$ cat src/rtl/cpu_mem_pkg.sv
// Shared types for the CPU instruction/data memory port arbiter.
package cpu_mem_pkg;

   localparam int unsigned TXN_ADDR_W = 32;
   localparam int unsigned TXN_DATA_W = 32;
   localparam logic [3:0]  WEB_NONE   = 4'hF;

   typedef enum logic [2:0] {
      IDLE,
      IM_BUSY,
      DM_BUSY,
      IM_DONE,
      DM_DONE
   } arb_state_t;

   typedef struct packed {
      logic [TXN_ADDR_W-1:0] addr;
      logic [TXN_DATA_W-1:0] wdata;
      logic [3:0]            we;
      logic                  is_dm;
   } txn_t;

endpackage

$ cat src/rtl/arb_priority.sv
// Grant decision: DM wins unless IM has waited through STARVE_MAX DM grants.
module arb_priority
   import cpu_mem_pkg::*;
#(
   parameter int unsigned STARVE_MAX = 4,
   parameter int unsigned STARVE_W   = 3
) (
   input  logic                im_req,
   input  logic                dm_req,
   input  logic [STARVE_W-1:0] starve,
   output logic                grant_im,
   output logic                grant_dm
);

   localparam logic [STARVE_W-1:0] STARVE_LIM = STARVE_W'(STARVE_MAX);

   assign grant_dm = dm_req && (!im_req || (starve < STARVE_LIM));
   assign grant_im = im_req && !grant_dm;

endmodule

$ cat src/rtl/cpu_mem_arbiter.sv
// Serialises CPU instruction and data accesses onto one multi-cycle memory port,
// with DM priority, an IM anti-starvation limit and an ack timeout.
module cpu_mem_arbiter
   import cpu_mem_pkg::*;
#(
   parameter int unsigned ADDR_W        = 32,
   parameter int unsigned DATA_W        = 32,
   parameter int unsigned TIMEOUT       = 255,
   parameter int unsigned IM_STARVE_MAX = 4
) (
   input  logic              clk,
   input  logic              rst,
   input  logic              IM_OE,
   input  logic [ADDR_W-1:0] IM_A,
   output logic [DATA_W-1:0] IM_DO,
   output logic              IM_Stall,
   output logic              IM_rDone,
   input  logic              DM_OE,
   input  logic [3:0]        DM_WEB,
   input  logic [ADDR_W-1:0] DM_A,
   input  logic [DATA_W-1:0] DM_DI,
   output logic [DATA_W-1:0] DM_DO,
   output logic              DM_Stall,
   output logic              DM_rDone,
   output logic              mem_req,
   output logic [3:0]        mem_we,
   output logic [ADDR_W-1:0] mem_addr,
   output logic [DATA_W-1:0] mem_wdata,
   input  logic [DATA_W-1:0] mem_rdata,
   input  logic              mem_ack,
   output logic              err
);

   localparam int unsigned         STARVE_W  = $clog2(IM_STARVE_MAX + 1);
   localparam int unsigned         TCNT_W    = $clog2(TIMEOUT + 1);
   localparam logic [STARVE_W-1:0] STARVE_LIM = STARVE_W'(IM_STARVE_MAX);
   localparam logic [TCNT_W-1:0]   TCNT_LAST = TCNT_W'(TIMEOUT - 1);

   arb_state_t          state_q, state_d;
   txn_t                txn_q;
   logic [STARVE_W-1:0] starve_q;
   logic [TCNT_W-1:0]   tcnt_q;
   logic                mem_req_q, err_q, abandon_q, deliver_q;
   logic [DATA_W-1:0]   im_do_q, dm_do_q;

   logic im_req, dm_req, grant_im, grant_dm;
   logic launch, busy, req_of_txn, timeout_hit, finish, keep;

   assign im_req      = IM_OE;
   assign dm_req      = DM_OE || (DM_WEB != WEB_NONE);
   assign launch      = (state_q == IDLE) && (grant_im || grant_dm);
   assign busy        = (state_q == IM_BUSY) || (state_q == DM_BUSY);
   assign req_of_txn  = txn_q.is_dm ? dm_req : im_req;
   assign timeout_hit = !mem_ack && (tcnt_q == TCNT_LAST);
   assign finish      = busy && (mem_ack || timeout_hit);
   // Result is only handed back to a read requester that held its request throughout.
   assign keep        = !abandon_q && req_of_txn && (txn_q.we == WEB_NONE);

   arb_priority #(
      .STARVE_MAX(IM_STARVE_MAX),
      .STARVE_W  (STARVE_W)
   ) u_prio (
      .im_req  (im_req),
      .dm_req  (dm_req),
      .starve  (starve_q),
      .grant_im(grant_im),
      .grant_dm(grant_dm)
   );

   always_ff @(posedge clk or negedge rst) begin
      if (!rst) state_q <= IDLE;
      else      state_q <= state_d;
   end

   always_comb begin
      state_d  = state_q;
      IM_Stall = im_req && (state_q != IM_DONE);
      DM_Stall = dm_req && (state_q != DM_DONE);
      IM_rDone = (state_q == IM_DONE) && deliver_q;
      DM_rDone = (state_q == DM_DONE) && deliver_q;
      case (state_q)
         IDLE: begin
            if (grant_dm)      state_d = DM_BUSY;
            else if (grant_im) state_d = IM_BUSY;
         end
         IM_BUSY: if (finish) state_d = IM_DONE;
         DM_BUSY: if (finish) state_d = DM_DONE;
         default: state_d = IDLE;
      endcase
   end

   always_ff @(posedge clk or negedge rst) begin
      if (!rst) begin
         txn_q     <= '{addr: '0, wdata: '0, we: WEB_NONE, is_dm: 1'b0};
         starve_q  <= '0;
         tcnt_q    <= '0;
         mem_req_q <= 1'b0;
         err_q     <= 1'b0;
         abandon_q <= 1'b0;
         deliver_q <= 1'b0;
         im_do_q   <= '0;
         dm_do_q   <= '0;
      end else if (launch) begin
         txn_q.addr  <= grant_dm ? DM_A : IM_A;
         txn_q.wdata <= DM_DI;
         txn_q.we    <= grant_dm ? DM_WEB : WEB_NONE;
         txn_q.is_dm <= grant_dm;
         mem_req_q   <= 1'b1;
         tcnt_q      <= '0;
         abandon_q   <= 1'b0;
         if (grant_im)
            starve_q <= '0;
         else if (im_req && (starve_q != STARVE_LIM))
            starve_q <= starve_q + 1'b1;
      end else if (finish) begin
         mem_req_q <= 1'b0;
         deliver_q <= keep;
         if (timeout_hit) err_q <= 1'b1;
         if (keep) begin
            if (txn_q.is_dm) dm_do_q <= mem_ack ? mem_rdata : '0;
            else             im_do_q <= mem_ack ? mem_rdata : '0;
         end
      end else if (busy) begin
         tcnt_q <= tcnt_q + 1'b1;
         if (!req_of_txn) abandon_q <= 1'b1;
      end
   end

   assign mem_req   = mem_req_q;
   assign mem_we    = txn_q.we;
   assign mem_addr  = txn_q.addr;
   assign mem_wdata = txn_q.wdata;
   assign IM_DO     = im_do_q;
   assign DM_DO     = dm_do_q;
   assign err       = err_q;

endmodule

$ cat config.mk
export PLATFORM = sky130hd
export DESIGN_NAME = cpu_mem_arbiter
export DESIGN_NICKNAME = d
export VERILOG_FILES = /design/src/rtl/cpu_mem_pkg.sv /design/src/rtl/arb_priority.sv /design/src/rtl/cpu_mem_arbiter.sv
export SDC_FILE = /design/constraint.sdc
export NUM_CORES = 1
export LEC_CHECK = 0
export BUFFER_PORTS_ARGS = -buffer_cell sky130_fd_sc_hd__buf_2
export CORE_MARGIN = 2
export CORE_UTILIZATION = 53
export CTS_CLUSTER_DIAMETER = 80
export DETAILED_ROUTE_END_ITERATION = 10
export GPL_ROUTABILITY_DRIVEN = 0
export MAX_ROUTING_LAYER = met4
export PLACE_DENSITY = 0.89
export SLEW_MARGIN = 40
export SYNTH_ARGS = -nofsm -noshare
export SYNTH_HDL_FRONTEND = slang
export SYNTH_SLANG_ARGS = --single-unit
$ cat constraint.sdc
create_clock -name clk -period 5.3 [get_ports clk]
set_input_delay 1.325 -clock clk [delete_from_list [all_inputs] [get_ports clk]]
set_output_delay 1.325 -clock clk [all_outputs]
set_load 0.05 [all_outputs]
# Yosys cells after proc, flatten, opt, wreduce, memory -nomap -nowiden
# Index checks and enable logic that the tools add are counted.
# totals
ff_bits,151
out_inout_bits,138
# op_classes
n_addsub,2
n_lt_le_gt_ge,1
n_eq_ne,15
mux,20
n_bitwise,2
n_reduce_logical,33
# op_table
operator,count
two-way mux 32 bit,2
two-way mux 8 bit,3
two-way mux 3 bit,6
logical AND 1 bit,12
inequality test 3 bit (second input constant),3
one-hot mux 3 bit (3 select lines),1
AND reduction 3 bit,3
adder 8 x 1 -> 8 bit (second input constant),1
== test 8 bit (second input constant),1
inequality test 2 bit (second input constant),4
AND reduction 4 bit,2
two-way mux 1 bit,7
== test 3 x 2 -> 1 bit (second input constant),2
AND reduction 2 bit,3
nonzero test 2 bit,3
logical OR 1 bit,5
== test 4 bit (second input constant),1
logical NOT 1 bit,4
two-way mux 4 bit,1
inequality test 4 bit (second input constant),1
adder 3 x 1 -> 3 bit (second input constant),1
== test 3 x 1 -> 1 bit (second input constant),1
== test 3 bit (second input constant),1
logical NOT 3 bit,1
3 further kinds,4

# Longest topological paths before layout
# depth
ltp_word,9
depth_mapped,7

# By module
# From an unflattened synthesis, not the netlist that was laid out.
# unflattened
cells_unflattened,630
hier_area_um2,6925.4
# by_module_without_submodules
mod,n_inst,cells_each,area_per_inst_um2,seq_area_each_um2
cpu_mem_arbiter,1,627,6906.6,3783.6
arb_priority,1,3,18.8,0.0

# Worst setup path after synthesis
# OpenSTA, ideal clock, no wires.
# synth_path
path_kind,input-to-output
from,in IM_OE
to,out IM_Stall
arrival_time_ps,2743
setup_slack_ps,1232
cell_stages,2
path_buffers,1
path_cell_list,clkbuf_1 a21boi_0
# synth_between
elab_chain_cells,1
# synth_rtl
element,line_no,text
"start, declared",cpu_mem_arbiter.sv:13,"input logic IM_OE,"
logical AND 1 bit,cpu_mem_arbiter.sv:77,IM_Stall = im_req && (state_q != IM_DONE);
"end, declared",cpu_mem_arbiter.sv:16,"output logic IM_Stall,"
# No other way between the ends.

# Worst setup path in the final report
# layout_path
from,in DM_OE
to,out DM_Stall
# layout_between
elab_chain_cells,2
# layout_rtl
element,line_no,text
"start, declared",cpu_mem_arbiter.sv:18,"input logic DM_OE,"
logical OR 1 bit,cpu_mem_arbiter.sv:50,assign dm_req = DM_OE || (DM_WEB != WEB_NONE);
logical AND 1 bit,cpu_mem_arbiter.sv:78,DM_Stall = dm_req && (state_q != DM_DONE);
"end, declared",cpu_mem_arbiter.sv:23,"output logic DM_Stall,"
# No other way between the ends.

==> results by group <==
Clock network
  • Post-CTS Setup Inserts: 0
  • Clock latency on the worst-skew pair: 410 ps
  • CTS tree: done
  • CTS Buffer Depth: 2
  • Cts bufs inserted: 17
  • CTS Hold Bufs: 0
  • Max H-tree Level: 4
  • Clock transition at path regs: 60 ps
  • Clk sink count: 151
  • Post-cts sizing count: 0
  • Root Buffer: clkbuf_16

Critical path
  • Critical path peak fanout: 3
  • Worst EP arrival: approximately 2200 ps
  • Crit path from: DM_OE
  • Startpoint Class: primary input
  • Crit path capture type: output port
  • Worst Path Required: 3970 ps
  • Critical path type: primary input to output port
  • Reg2reg start: tcnt_q[0]

Place
  • PortBufs: 274
  • DP Worst Slack: 1757 ps
  • Placed cells: 932
  • Final HPWL DP: 11060 µm
  • Area post-placement: 8033 µm²

Yosys
  • Post-Syn Area per Cell: 12.07 µm²
  • FF+latch count, synth: 151
  • Main synth FF type: dfrtp_1
  • Register area share after synthesis: a little over half
  • Post-synthesis instance total: 578
  • Distinct cell type count after synthesis: 43
  • Async SR Flop Fraction: 100.0%
  • EDFF count, synth: 0
  • Cell Area, Synth: about 7000 µm²
  • Syn_nets: 719
  • Synth Warn #: 0

Floorplan
  • Core Rows: 41
  • Io pins: 275
  • Die Wd: 118.7 µm
  • Die ar.: 14090 µm²
  • Core footprint: 12720 µm²
  • Starting Density: between 50% and 60%
  • Die Y: roughly 120 µm

Drt
  • Met1 Wirelength: 6213 µm
  • DRT Pass-1 Iters: 4
  • DR DRC count: 0
  • Routed vias/inst: 5.155
  • Vias: 4964
  • WL met3: 1296 µm
  • WL per Instance: 16.13 µm
  • Top Metal Used: met4
  • Detail Route Antenna Nets: 0
  • Initial DRC Count: between 200 and 250
  • Drt total wl: about 16000 µm
  • WL met2: 7767 µm

Pwr
  • Worst ir drop on vdd: roughly 0.47 mV
  • Total design power: 6.284 mW
  • Pwr dens: 723.4 nW/µm²
  • Lkg Pwr: approximately 4.6 nW

Hold path
  • Hold wc startpoint: mem_addr[26]
  • Hold crit path type: flip-flop to flip-flop

Timing
  • Slew at the pin closest to its max-slew limit: 691.5 ps
  • Slew Limit Fails: 0
  • Fin crit share: between 60% and 70%
  • Tmin final: 3542 ps
  • Final setup viols: 0
  • Fmax achieved: approximately 280 MHz
  • RSZ-0062 raised after global routing: false
  • Worst hold margin: 469.7 ps
  • Slew headroom: 53.90%
  • Final WS setup: 1758 ps
  • Max Clock Skew: 6.638 ps
  • Setup TNS: 0 ps
  • Final Hold Viols: 0

Final layout
  • Antenna fix cells: 0
  • Most frequent cells in the layout: buf_2 (273), dfrtp_1 (147), mux2_2 (94), nand2_1 (43), o21ai_0 (40)
  • Final instance area: between 8000 and 9000 µm²
  • Final core occ: 68.28%
  • Share of cells above drive strength 1: a little over half
  • Most common cell after layout, fill and taps aside: buf_2
  • Total Nets Final: 921
  • Non-filler cells, final: roughly 960
  • Area Overhead vs Synth: 24.54%

GRT
  • Number of global-route vias before repair: 5041
  • Largest net degree at the start of global routing: 107
  • Initial antenna violation count: 0
  • First-pass GRT wire length: ~25000 µm
  • Remaining global-route overflow: 0
  • Total GRT Usage: 23.11%

Outcome
  • Status: complete, no violations

Run
  • MaxCap Viol Count: 0
[area by class of cell]
class	count	area, µm²
fillers	928	4035
inverters	7	26.28
clock buffers	23	478.0
multi-input cells	321	2567
repair buffers	282	1473
well taps	172	215.2
clock inverters	7	143.9
flip-flops and latches	151	3784
[power by group]
part	leakage [nW]	switching [mW]	total, mW	internal [mW]
registers	1.93	0.268	1.91	1.64
clock network	0.296	0.438	1.26	0.822
logic	2.42	2.28	3.12	0.834
[path summary, 6_finish.rpt]
check,end,slack [ps],depth (start not counted)
max,DM_Stall,1760,5
min reg2reg,mem_addr[26],470,2
max in group asynchronous,IM_DO[29],3560,3
max reg2reg,IM_DO[23],2890,7
min in group asynchronous,DM_DO[2],790,1
min,mem_addr[26],470,2
[kinds of logic (layout without fill, tap and decap cells)]
family | count (synthesis) | count (layout) | synth area share, %
fa+ha+maj | 4 | 4 | 0.7175
flops | 151 | 151 | 54.24
simple gates | 115 | 115 | 8.807
buf+inv | 106 | 319 | 9.632
compound gates | 71 | 71 | 6.081
mux | 130 | 130 | 20.39
xor+xnor | 1 | 1 | 0.1256
[worst max-delay path: stages]
cell,delay (ps)
buf_2,100
nand4b_1,270
nor2_1,230
a21oi_1,60
buf_2,230
[per-layer routing]
layer,vias to the layer above,track usage (%)
li1,2344,-
met1,2379,26.44
met2,216,38.72
met3,25,7.432
met4,0,7.217
met5,-,-
[Yosys cell counts (3+ instances only)]
cell type  instances  share of area (%)
dfrtp_1          147                 53
mux2_2            94                 15
buf_4             68                7.3
nand2_1           43                2.3
o21ai_0           40                2.9
and2_1            33                3.0
mux2i_1           33                4.7
clkbuf_1          16               0.86
buf_2             15                1.1
a21oi_1            8               0.57
inv_1              7               0.38
nor2_1             7               0.38
and3_1             4               0.36
dfstp_2            4                1.5
ha_1               4               0.72
nand3_1            4               0.29
nor3_1             4               0.29
o31ai_1            4               0.43
mux2_1             3               0.48
nor2b_1            3               0.27
o22a_1             3               0.38
or3_1              3               0.27
or4_1              3               0.32
[sequential cells by signal (all words and copies together), names as in the netlist]
name / cells
DM_DO: 32
IM_DO: 32
abandon_q: 1
deliver_q: 1
err: 1
mem_addr: 32
mem_req: 1
mem_wdata: 32
mem_we: 4
starve_q: 3
state_q: 3
tcnt_q: 8
txn_q: 1
(Power assumes the default switching activity.)
